**config.mk**
```make
export PLATFORM = sky130hd
export DESIGN_NAME = seg_bcd_scan
export DESIGN_NICKNAME = d
export VERILOG_FILES = /design/src/rtl/seg_pkg.sv /design/src/rtl/bcd_dabble.sv /design/src/rtl/seg_bcd_scan.sv
export SDC_FILE = /design/constraint.sdc
export NUM_CORES = 1
export LEC_CHECK = 0
export BUFFER_PORTS_ARGS = -buffer_cell sky130_fd_sc_hd__buf_2
export CAP_MARGIN = 20
export CORE_MARGIN = 2
export CORE_UTILIZATION = 40
export CTS_CLUSTER_DIAMETER = 30
export DETAILED_ROUTE_END_ITERATION = 10
export SLEW_MARGIN = 20
export SYNTH_ARGS = -nofsm -noshare
export SYNTH_HDL_FRONTEND = slang
export SYNTH_SLANG_ARGS = --single-unit
```
**constraint.sdc**
```tcl
create_clock -name clk -period 10.1 [get_ports clk]
set_input_delay 2.02 -clock clk [delete_from_list [all_inputs] [get_ports clk]]
set_output_delay 2.02 -clock clk [all_outputs]
set_load 0.03 [all_outputs]
```
**src/rtl/seg_pkg.sv**
```systemverilog
// Shared constants for the multiplexed 7-segment BCD driver: digit/segment codes,
// conversion FSM states and the decimal limit helper.
package seg_pkg;

  localparam logic [3:0] SEG_MINUS = 4'd10;
  localparam logic [3:0] SEG_BLANK = 4'd11;

  localparam logic [7:0] SEG_CODE_MINUS = 8'hBF;
  localparam logic [7:0] SEG_CODE_BLANK = 8'hFF;

  typedef enum logic [1:0] {
    ST_IDLE   = 2'd0,
    ST_CONV   = 2'd1,
    ST_COMMIT = 2'd2
  } state_t;

  // Active-low g..a patterns; MINUS is g only, anything else is dark.
  function automatic logic [6:0] seg7(input logic [3:0] code);
    logic [6:0] g;
    case (code)
      4'd0:      g = 7'h40;
      4'd1:      g = 7'h79;
      4'd2:      g = 7'h24;
      4'd3:      g = 7'h30;
      4'd4:      g = 7'h19;
      4'd5:      g = 7'h12;
      4'd6:      g = 7'h02;
      4'd7:      g = 7'h78;
      4'd8:      g = 7'h00;
      4'd9:      g = 7'h10;
      SEG_MINUS: g = 7'h3F;
      default:   g = 7'h7F;
    endcase
    return g;
  endfunction

  // Full segment byte; the decimal point is only honoured on numeric codes.
  function automatic logic [7:0] seg_encode(input logic [3:0] code, input logic dp);
    logic dp_n;
    dp_n = (code <= 4'd9) ? ~dp : 1'b1;
    return {dp_n, seg7(code)};
  endfunction

  function automatic logic [63:0] pow10(input int n);
    logic [63:0] r;
    r = 64'd1;
    for (int i = 0; i < n; i++) r = r * 64'd10;
    return r;
  endfunction

endpackage

```
**src/rtl/bcd_dabble.sv**
```systemverilog
// Sequential double-dabble: one shift-and-adjust iteration per clock, DATA_W
// iterations after start, then a one-cycle done pulse with the BCD result held.
module bcd_dabble #(
  parameter int DATA_W = 20,
  parameter int DIGITS = 6
) (
  input  logic                  clk,
  input  logic                  rst_n,
  input  logic                  start,
  input  logic [DATA_W-1:0]     din,
  output logic [4*DIGITS-1:0]   bcd,
  output logic                  done
);

  localparam int BCD_W = 4 * DIGITS;
  localparam int CNT_W = $clog2(DATA_W + 1);

  logic [DATA_W-1:0] bin;
  logic [CNT_W-1:0]  cnt;
  logic              active;
  logic [BCD_W-1:0]  bcd_adj;

  always_comb begin
    bcd_adj = bcd;
    for (int i = 0; i < DIGITS; i++) begin
      if (bcd[4*i +: 4] >= 4'd5) bcd_adj[4*i +: 4] = bcd[4*i +: 4] + 4'd3;
    end
  end

  always_ff @(posedge clk or negedge rst_n) begin
    if (!rst_n) begin
      cnt    <= '0;
      active <= 1'b0;
      done   <= 1'b0;
    end else begin
      done <= 1'b0;
      if (start) begin
        cnt    <= '0;
        active <= 1'b1;
      end else if (active) begin
        cnt <= cnt + CNT_W'(1);
        if (cnt == CNT_W'(DATA_W - 1)) begin
          active <= 1'b0;
          done   <= 1'b1;
        end
      end
    end
  end

  // Datapath: the adjust and the shift happen in the same clock.
  always_ff @(posedge clk) begin
    if (start) begin
      bin <= din;
      bcd <= '0;
    end else if (active) begin
      bcd <= {bcd_adj[BCD_W-2:0], bin[DATA_W-1]};
      bin <= {bin[DATA_W-2:0], 1'b0};
    end
  end

endmodule

```
**src/rtl/seg_bcd_scan.sv**
```systemverilog
// Multiplexed 7-segment driver: valid/busy load, BCD conversion, blanking/sign/
// overflow framing and digit scan. Optional digit blinking under SEG_BLINK_EN.
module seg_bcd_scan
  import seg_pkg::*;
#(
  parameter int DATA_W    = 20,
  parameter int DIGITS    = 6,
  parameter int SCAN_CNT  = 50000,
  parameter int BLINK_CNT = 25000000
) (
  input  logic              clk,
  input  logic              rst_n,
  input  logic [DATA_W-1:0] data,
  input  logic              sign,
  input  logic [DIGITS-1:0] point,
  input  logic [DIGITS-1:0] blink,
  input  logic              data_vld,
  output logic              busy,
  output logic              done,
  output logic              ovf,
  output logic [DIGITS-1:0] sel,
  output logic [7:0]        seg
);

  localparam int          BCD_W   = 4 * DIGITS;
  localparam int          IDX_W   = $clog2(DIGITS);
  localparam int          SCAN_W  = $clog2(SCAN_CNT + 1);
  localparam logic [63:0] MAX_POS = pow10(DIGITS) - 64'd1;
  localparam logic [63:0] MAX_NEG = pow10(DIGITS - 1) - 64'd1;

  state_t            state;
  logic              pend;
  logic [DATA_W-1:0] hold_data;
  logic              hold_sign;
  logic [DIGITS-1:0] hold_point;

  logic              start;
  logic [DATA_W-1:0] st_data;
  logic              st_sign;
  logic [DIGITS-1:0] st_point;
  logic              st_ovf;

  logic              cur_sign;
  logic [DIGITS-1:0] cur_point;
  logic              cur_ovf;

  logic [BCD_W-1:0]  bcd;
  logic              dab_done;

  logic [DIGITS-1:0][3:0] frame, frame_nxt;
  logic [DIGITS-1:0]      dp, dp_nxt;

  logic [SCAN_W-1:0] scan_cnt;
  logic [IDX_W-1:0]  idx;
  logic              blink_off;

  // Load source: live inputs win over the held request when both exist.
  always_comb begin
    start    = 1'b0;
    st_data  = data;
    st_sign  = sign;
    st_point = point;
    case (state)
      ST_IDLE:   start = data_vld;
      ST_COMMIT: begin
        if (data_vld) begin
          start = 1'b1;
        end else if (pend) begin
          start    = 1'b1;
          st_data  = hold_data;
          st_sign  = hold_sign;
          st_point = hold_point;
        end
      end
      default:   start = 1'b0;
    endcase
    st_ovf = 64'(st_data) > (st_sign ? MAX_NEG : MAX_POS);
  end

  bcd_dabble #(
    .DATA_W (DATA_W),
    .DIGITS (DIGITS)
  ) u_dabble (
    .clk   (clk),
    .rst_n (rst_n),
    .start (start),
    .din   (st_data),
    .bcd   (bcd),
    .done  (dab_done)
  );

  always_ff @(posedge clk or negedge rst_n) begin
    if (!rst_n) begin
      state <= ST_IDLE;
      pend  <= 1'b0;
      busy  <= 1'b0;
      done  <= 1'b0;
      ovf   <= 1'b0;
    end else begin
      done <= 1'b0;
      case (state)
        ST_IDLE: begin
          if (data_vld) begin
            state <= ST_CONV;
            busy  <= 1'b1;
          end
        end
        ST_CONV: begin
          if (data_vld) pend <= 1'b1;
          if (dab_done) begin
            state <= ST_COMMIT;
            done  <= 1'b1;
            ovf   <= cur_ovf;
            busy  <= pend | data_vld;
          end
        end
        ST_COMMIT: begin
          if (start) begin
            state <= ST_CONV;
            busy  <= 1'b1;
            pend  <= 1'b0;
          end else begin
            state <= ST_IDLE;
            busy  <= 1'b0;
          end
        end
        default: state <= ST_IDLE;
      endcase
    end
  end

  always_ff @(posedge clk) begin
    if (state == ST_CONV && data_vld) begin
      hold_data  <= data;
      hold_sign  <= sign;
      hold_point <= point;
    end
    if (start) begin
      cur_sign  <= st_sign;
      cur_point <= st_point;
      cur_ovf   <= st_ovf;
    end
  end

  // Frame build: the highest significant digit or lit point sets the visible width.
  always_comb begin
    int msd;
    int pmax;
    int top;
    msd  = 0;
    pmax = 0;
    for (int i = 1; i < DIGITS; i++) begin
      if (bcd[4*i +: 4] != 4'd0) msd = i;
      if (cur_point[i]) pmax = i;
    end
    top = (msd > pmax) ? msd : pmax;
    for (int i = 0; i < DIGITS; i++) begin
      dp_nxt[i] = 1'b0;
      if (cur_ovf) begin
        frame_nxt[i] = SEG_MINUS;
      end else if (i <= top) begin
        frame_nxt[i] = bcd[4*i +: 4];
        dp_nxt[i]    = cur_point[i];
      end else if (cur_sign && i == top + 1) begin
        frame_nxt[i] = SEG_MINUS;
      end else begin
        frame_nxt[i] = SEG_BLANK;
      end
    end
  end

  always_ff @(posedge clk or negedge rst_n) begin
    if (!rst_n) begin
      for (int i = 0; i < DIGITS; i++) frame[i] <= (i == 0) ? 4'd0 : SEG_BLANK;
      dp <= '0;
    end else if (state == ST_CONV && dab_done) begin
      frame <= frame_nxt;
      dp    <= dp_nxt;
    end
  end

`ifdef SEG_BLINK_EN
  localparam int BLINK_W = $clog2(BLINK_CNT + 1);

  logic [BLINK_W-1:0] blink_cnt;
  logic               blink_phase;

  always_ff @(posedge clk or negedge rst_n) begin
    if (!rst_n) begin
      blink_cnt   <= '0;
      blink_phase <= 1'b0;
    end else if (blink_cnt == BLINK_W'(BLINK_CNT - 1)) begin
      blink_cnt   <= '0;
      blink_phase <= ~blink_phase;
    end else begin
      blink_cnt <= blink_cnt + BLINK_W'(1);
    end
  end

  assign blink_off = blink_phase & blink[idx];
`else
  localparam int unused_blink_cnt = BLINK_CNT;
  logic unused_blink;
  assign unused_blink = ^blink;
  assign blink_off    = 1'b0;
`endif

  // Scan: sel and seg are both registered from the same index.
  always_ff @(posedge clk or negedge rst_n) begin
    if (!rst_n) begin
      scan_cnt <= '0;
      idx      <= '0;
      sel      <= '0;
      seg      <= SEG_CODE_BLANK;
    end else begin
      if (scan_cnt == SCAN_W'(SCAN_CNT - 1)) begin
        scan_cnt <= '0;
        idx      <= (idx == IDX_W'(DIGITS - 1)) ? '0 : idx + IDX_W'(1);
      end else begin
        scan_cnt <= scan_cnt + SCAN_W'(1);
      end
      sel <= DIGITS'(1) << idx;
      seg <= blink_off ? SEG_CODE_BLANK : seg_encode(frame[idx], dp[idx]);
    end
  end

endmodule

```
==> results of run 1 <==
==> kinds of logic (layout without fill, tap and decap cells) <==
kind of cell,count (synthesis),count (layout)
simple gates,277,277
flops,155,155
compound gates,136,136
buf+inv,65,120
fa+ha+maj,39,39
mux,38,38
xor+xnor,28,28
==> layout make-up <==
cell class / count / area, um2
Timing Repair Buffer: 52 / 285
Multi-Input combinational cell: 518 / 3330
Inverter: 36 / 135
Clock buffer: 18 / 429
Sequential cell: 155 / 4060
Clock inverter: 14 / 154
Tap cell: 234 / 293
Fill cell: 1757 / 10000
==> metal layers <==
layer / share of wire, % / vias to the layer above
li1: - / 2673
met2: 47 / 94
met1: 49 / 2474
met3: 3.7 / 11
met4: 0.71 / 0
met5: 0 / -
==> cell usage after synthesis, drive strengths merged (16+ instances only) <==
cell,count,area (um2)
a21oi,45,229
clkbuf,23,86.3
dfrtp,53,1330
dfstp,23,604
dfxtp,24,480
edfxtp,55,1650
ha,39,488
inv,34,128
mux2i,19,190
nand2,114,428
nand3,20,105
nor2,79,297
o21ai,40,215
xor2,16,140
==> worst min-delay path, cell delays in order (launching register included) <==
cell	delay, ps
dfstp_2	360
nand2_1	50
o21ai_1	50
==> stage by stage <==
stage | instances | worst slack (ps)
floorplan | 738 | 5650
global placement | 994 | 5420
detailed placement | 994 | 5340
CTS | 1026 | 5770
global route | 1027 | 5700
finish | 1027 | 5960
==> power breakdown <==
part / total [mW] / internal [mW] / switching, mW / leakage (nW)
combinational: 0.417 / 0.176 / 0.242 / 1.77
sequential: 0.841 / 0.777 / 0.0637 / 1.67
clock: 0.632 / 0.384 / 0.248 / 0.276
total: 1.89 / 1.34 / 0.553 / 3.71
==> final timing paths <==
check / cells after the start / endpoint / from
max reg2reg: 17 / frame[8] / u_dabble.bcd[4]
max: 11 / cur_ovf / data_vld
min in group asynchronous: 1 / frame[1] / rst_n
max in group asynchronous: 1 / dp[1] / rst_n
min: 2 / frame[16] / frame[16]
min reg2reg: 2 / frame[16] / frame[16]
==> flip-flops by register name, indices dropped and copies added, names as in the netlist, 2 cells and up <==
register	cells
cur_point	6
dp	6
frame	24
hold_data	20
hold_point	6
idx	3
scan_cnt	16
seg	8
sel	6
state	2
u_dabble.bcd	24
u_dabble.bin	20
u_dabble.cnt	5
==> impl_metrics.tcl, run 1 <==
set metrics [dict create \
    cts_tree "done" \
    grt_util_met1_pct 21.4 \
    ys.flop_type "edfxtp_1" \
    slowest_stage "mux2i_1" \
    worst_hold_slack_ps 466 \
    synth-edff-count 55 \
    critPathTopFamily "buffers and inverters" \
    io_buffers 46 \
    drc 0 \
    antenna_found_initial 0 \
    arrival_ps 4290 \
    grt_pass1_vias 5117 \
    synth_compound_area_share_pct 11.5 \
    rrSetupSlack_ps 6180 \
    syn-instance-count 738 \
    final_cell_mix "nand2_1, nor2_1, edfxtp_1" \
    fin_area_um2 8690 \
    utilization_pct 46.5 \
    gp_congestion 0.783 \
    ys_types 66 \
    via_count 5252 \
    busiest_layer "met2" \
    cts_buffers 17 \
    synth_top_family_by_area "simple AND/OR/NAND/NOR gates" \
    crit_path_start_kind "primary input" \
    antennaDiodeCount 0 \
    tightest_slew_ps 969 \
    cts_buffer_depth 2 \
    maxCapViolCount 0 \
    crit_required_ps 10240 \
    viasPerCell 5.11 \
    min_path_type "register to register" \
    grt_overflow 0 \
    synth_mux_area_share_pct 6.03 \
    cts.reportedPaths.clkPinSlew_ps 60 \
    grt_pass1_wl_um 25600 \
    clk_latency_ps 420 \
    core_area_um2 18700 \
    drt_first_iter_violations 289 \
    syn_nets 813 \
    dieArea_um2 20200 \
    cts-hold-fix-buffers 0 \
    endpoint_kind "register" \
    path_common_cell "inv_1" \
    die_h_um 142 \
    htree_levels 4 \
    grt_max_degree 77 \
    post_cts_resized 0 \
    cts-root-buf "clkbuf_16" \
    synth-simple-area-share_pct 16.4 \
    hpwlAfterDp_um 9880 \
    layout_min_cycle_time_ps 4140 \
    finalPower_mw 1.89 \
    layout_commonest_cell "nand2_1" \
    post_cts_buffers 0 \
    setup_viol 0 \
    placed_area_um2 8090 \
    hold_viol 0 \
    ys_seq_area_share_pct 53.2 \
    slew_headroom_pct 35.0 \
    rows 50 \
    grtUsageTotal_pct 16.0 \
    cts_sinks 155 \
    ys_seq_elements 155 \
    max_freq_mhz 241 \
    rsz0062_at_grt "false" \
    powerDensity_nw_per_um2 217 \
    nets 855 \
    max-vdd-ir-drop_uv 128 \
    layout-drive-gt1-share_pct 17.3 \
    synthArstFlopShare_pct 49.0 \
    netlist_area_um2 7640 \
    antenna_left 0 \
    synth_xor_area_share_pct 3.21 \
    period_share_pct 41.0 \
    crit_type "primary input to register" \
    yosysWarnings 0 \
    status "completed" \
    timing.setup.tns_ps 0 \
    die-width_um 142 \
    crit_fanout 30 \
    area_delta_synth_final_pct 13.8 \
    synthAdderAreaFrac_pct 6.39 \
    initial_utilization_pct 40.8 \
    ioPinCount 53 \
    wl_per_cell_um 14.4 \
    use_met2_pct 25.7 \
    skew_ps 8.58 \
    drv_slew 0 \
    grtUsageMet3_pct 4.68 \
    drt-total-wl_um 14800 \
    syn_avg_cell_area_um2 10.4 \
    crit_path_max_incr_delay_ps 420 \
    power_leakage_nw 3.71 \
    path_buf_inv 4 \
    drt_pass1_iterations 4 \
    worstPathCellList "buf_2, and3b_1, buf_4, mux2i_1, inv_1, ha_1, inv_1, a21boi_0, o31a_1, o211ai_1, a31oi_1" \
]
Power figures use the tool's default switching activity.
==> run 2: changes to the inputs <==
Clock period 10.1 ns to 3.7 ns, I/O delays scaled along.
==> run 2 against run 1 <==
  * First-iteration DRC count fell by 17%
  * Clock-buffer cell count fell by 1
  * Sequential share of layout area fell by 0.84 points
  * Routed wire length rose by 1.8%
  * Sequential cell count did not move
  * Combinational power rose to 3.0 times the previous value
  * Highest routed layer unchanged
  * Largest cell class unchanged
  * Sequential power rose to 2.7 times the previous value
  * Clock power rose to 3.0 times the previous value
  * Non-clock buffer count rose by 9
  * Global-route usage fell by 0.19 points
  * Register-to-register slack got worse by 5900 ps
  * Final cell count rose by 0.88%
==> impl_metrics.tcl, run 2 (same netlist as run 1, synthesis figures left out) <==
set metrics [dict create \
    skew_ps 6.34 \
    via_count 5272 \
    layout-drive-gt1-share_pct 19.1 \
    period_share_pct 93.7 \
    dieArea_um2 20200 \
    post_cts_buffers 0 \
    drv_slew 0 \
    hold_viol 0 \
    crit_fanout 4 \
    fin_area_um2 8850 \
    finalPower_mw 5.46 \
    max-vdd-ir-drop_uv 325 \
    worst_r2r_path_depth 17 \
    pwr-share-seq_pct 42.1 \
    max_freq_mhz 288 \
    area_delta_synth_final_pct 15.9 \
    crit_path_start_kind "register" \
    grt_max_degree 77 \
    die-width_um 142 \
    layout_commonest_cell "nand2_1" \
    cts_tree "done" \
    drc 0 \
    slew_headroom_pct 34.9 \
    antennaDiodeCount 0 \
    rows 50 \
    comb_power_share_pct 23.0 \
    grt_pass1_vias 5159 \
    cts_buffers 17 \
    drt-total-wl_um 15100 \
    fillers 1759 \
    viasPerCell 5.09 \
    arrival_ps 3810 \
    cts-root-buf "clkbuf_16" \
    clk_latency_ps 420 \
    drt_first_iter_violations 239 \
    die_h_um 142 \
    largestRegisters "frame (24), u_dabble.bcd (24)" \
    cts.reportedPaths.clkPinSlew_ps 60 \
    powerDensity_nw_per_um2 617 \
    nets 864 \
    swShare_pct 29.0 \
    grtUsageTotal_pct 15.8 \
    drt_pass1_iterations 4 \
    clkPwrFrac_pct 35.0 \
    power_switching_mw 1.58 \
    grt_pass1_wl_um 25300 \
    io_buffers 46 \
    grt_overflow 0 \
    power_leakage_nw 3.79 \
    placed_area_um2 8170 \
    htree_levels 4 \
    hpwlAfterDp_um 10300 \
    endpoint_kind "register" \
    wl_per_cell_um 14.6 \
    crit_type "register to register" \
    initial_utilization_pct 40.8 \
    antenna_found_initial 0 \
    ioPinCount 53 \
    layout_min_cycle_time_ps 3470 \
    internal_power_mw 3.88 \
    cts_buffer_depth 2 \
    core_area_um2 18700 \
    multiInputGateArea_um2 3370 \
    maxCapViolCount 0 \
    gp_congestion 0.780 \
    regArea_um2 4060 \
    status "completed" \
    min_path_type "primary input to asynchronous set/reset pin" \
    crit_required_ps 4040 \
    cts_sinks 155 \
    tightest_slew_ps 973 \
    antenna_left 0 \
    setup_viol 0 \
    final_cell_mix "nand2_1, nor2_1, edfxtp_1" \
]
## run 2: critical path: stages, from the launching register on
cell	delay, ps
dfxtp_1	330
inv_1	130
ha_4	170
or3b_4	390
a2111oi_4	340
o21ai_2	90
inv_1	60
ha_1	230
nand3b_1	80
o21ai_0	120
or2_1	310
mux2_2	330
nand2b_1	80
ha_1	250
nor2b_1	140
nand2_1	100
nor3_2	140
o31ai_1	90
## run 2: per-layer routing
metal / vias to the layer above / GRT usage [%] / share of wire (%)
met5: - / 0 / 0
met4: 0 / 5.11 / 1.3
met3: 13 / 3.80 / 3.5
met2: 93 / 24.8 / 45
met1: 2477 / 21.6 / 50
li1: 2689 / - / -
## run 2: path summary, 6_finish.rpt
path,startpoint,slack [ps],endpoint
worst max-delay path,u_dabble.bcd[5],230,frame[8]
worst min-delay path,rst_n,450,scan_cnt[1]
worst max register to register,u_dabble.bcd[5],230,frame[8]
worst min register to register,frame[16],470,frame[16]
max in group asynchronous,rst_n,2630,frame[3]
min in group clk,frame[16],470,frame[16]
## run 2: power groups by stage
stage	Sequential (mW)	Clock, mW	Combinational, mW
final	2.30	1.91	1.25
after global routing	2.33	2.02	1.41
after CTS	2.30	1.95	1.23
after detailed placement	2.33	0	1.22
after global placement	2.32	0	1.21
after floorplan	2.29	0	0.902
## run 2: layout make-up
type	instances	area share [%]
clock buffer	17	4.80
clock inverter	15	2.53
inverter	36	1.53
multi-input combinational	518	38.0
sequential	155	45.9
tap	234	3.31
timing repair buffer	61	3.90
## run 2: stage by stage
step	util [%]	TNS [ps]	instances	hold WS (ps)	setup WS [ps]
after floorplan	-	0	738	434	161
after global placement	43.7	0	1004	453	122
after detailed placement	43.7	0	1004	463	108
after CTS	47.1	0	1036	471	96.9
after global routing	47.3	-20.5	1036	481	-11.0
final	47.3	0	1036	452	232
## run 2: repair_timing
item / CTS / global route
setup endpoints to repair: 0 / 8
gates resized for setup: 0 / 8
hold buffers: 0 / 0
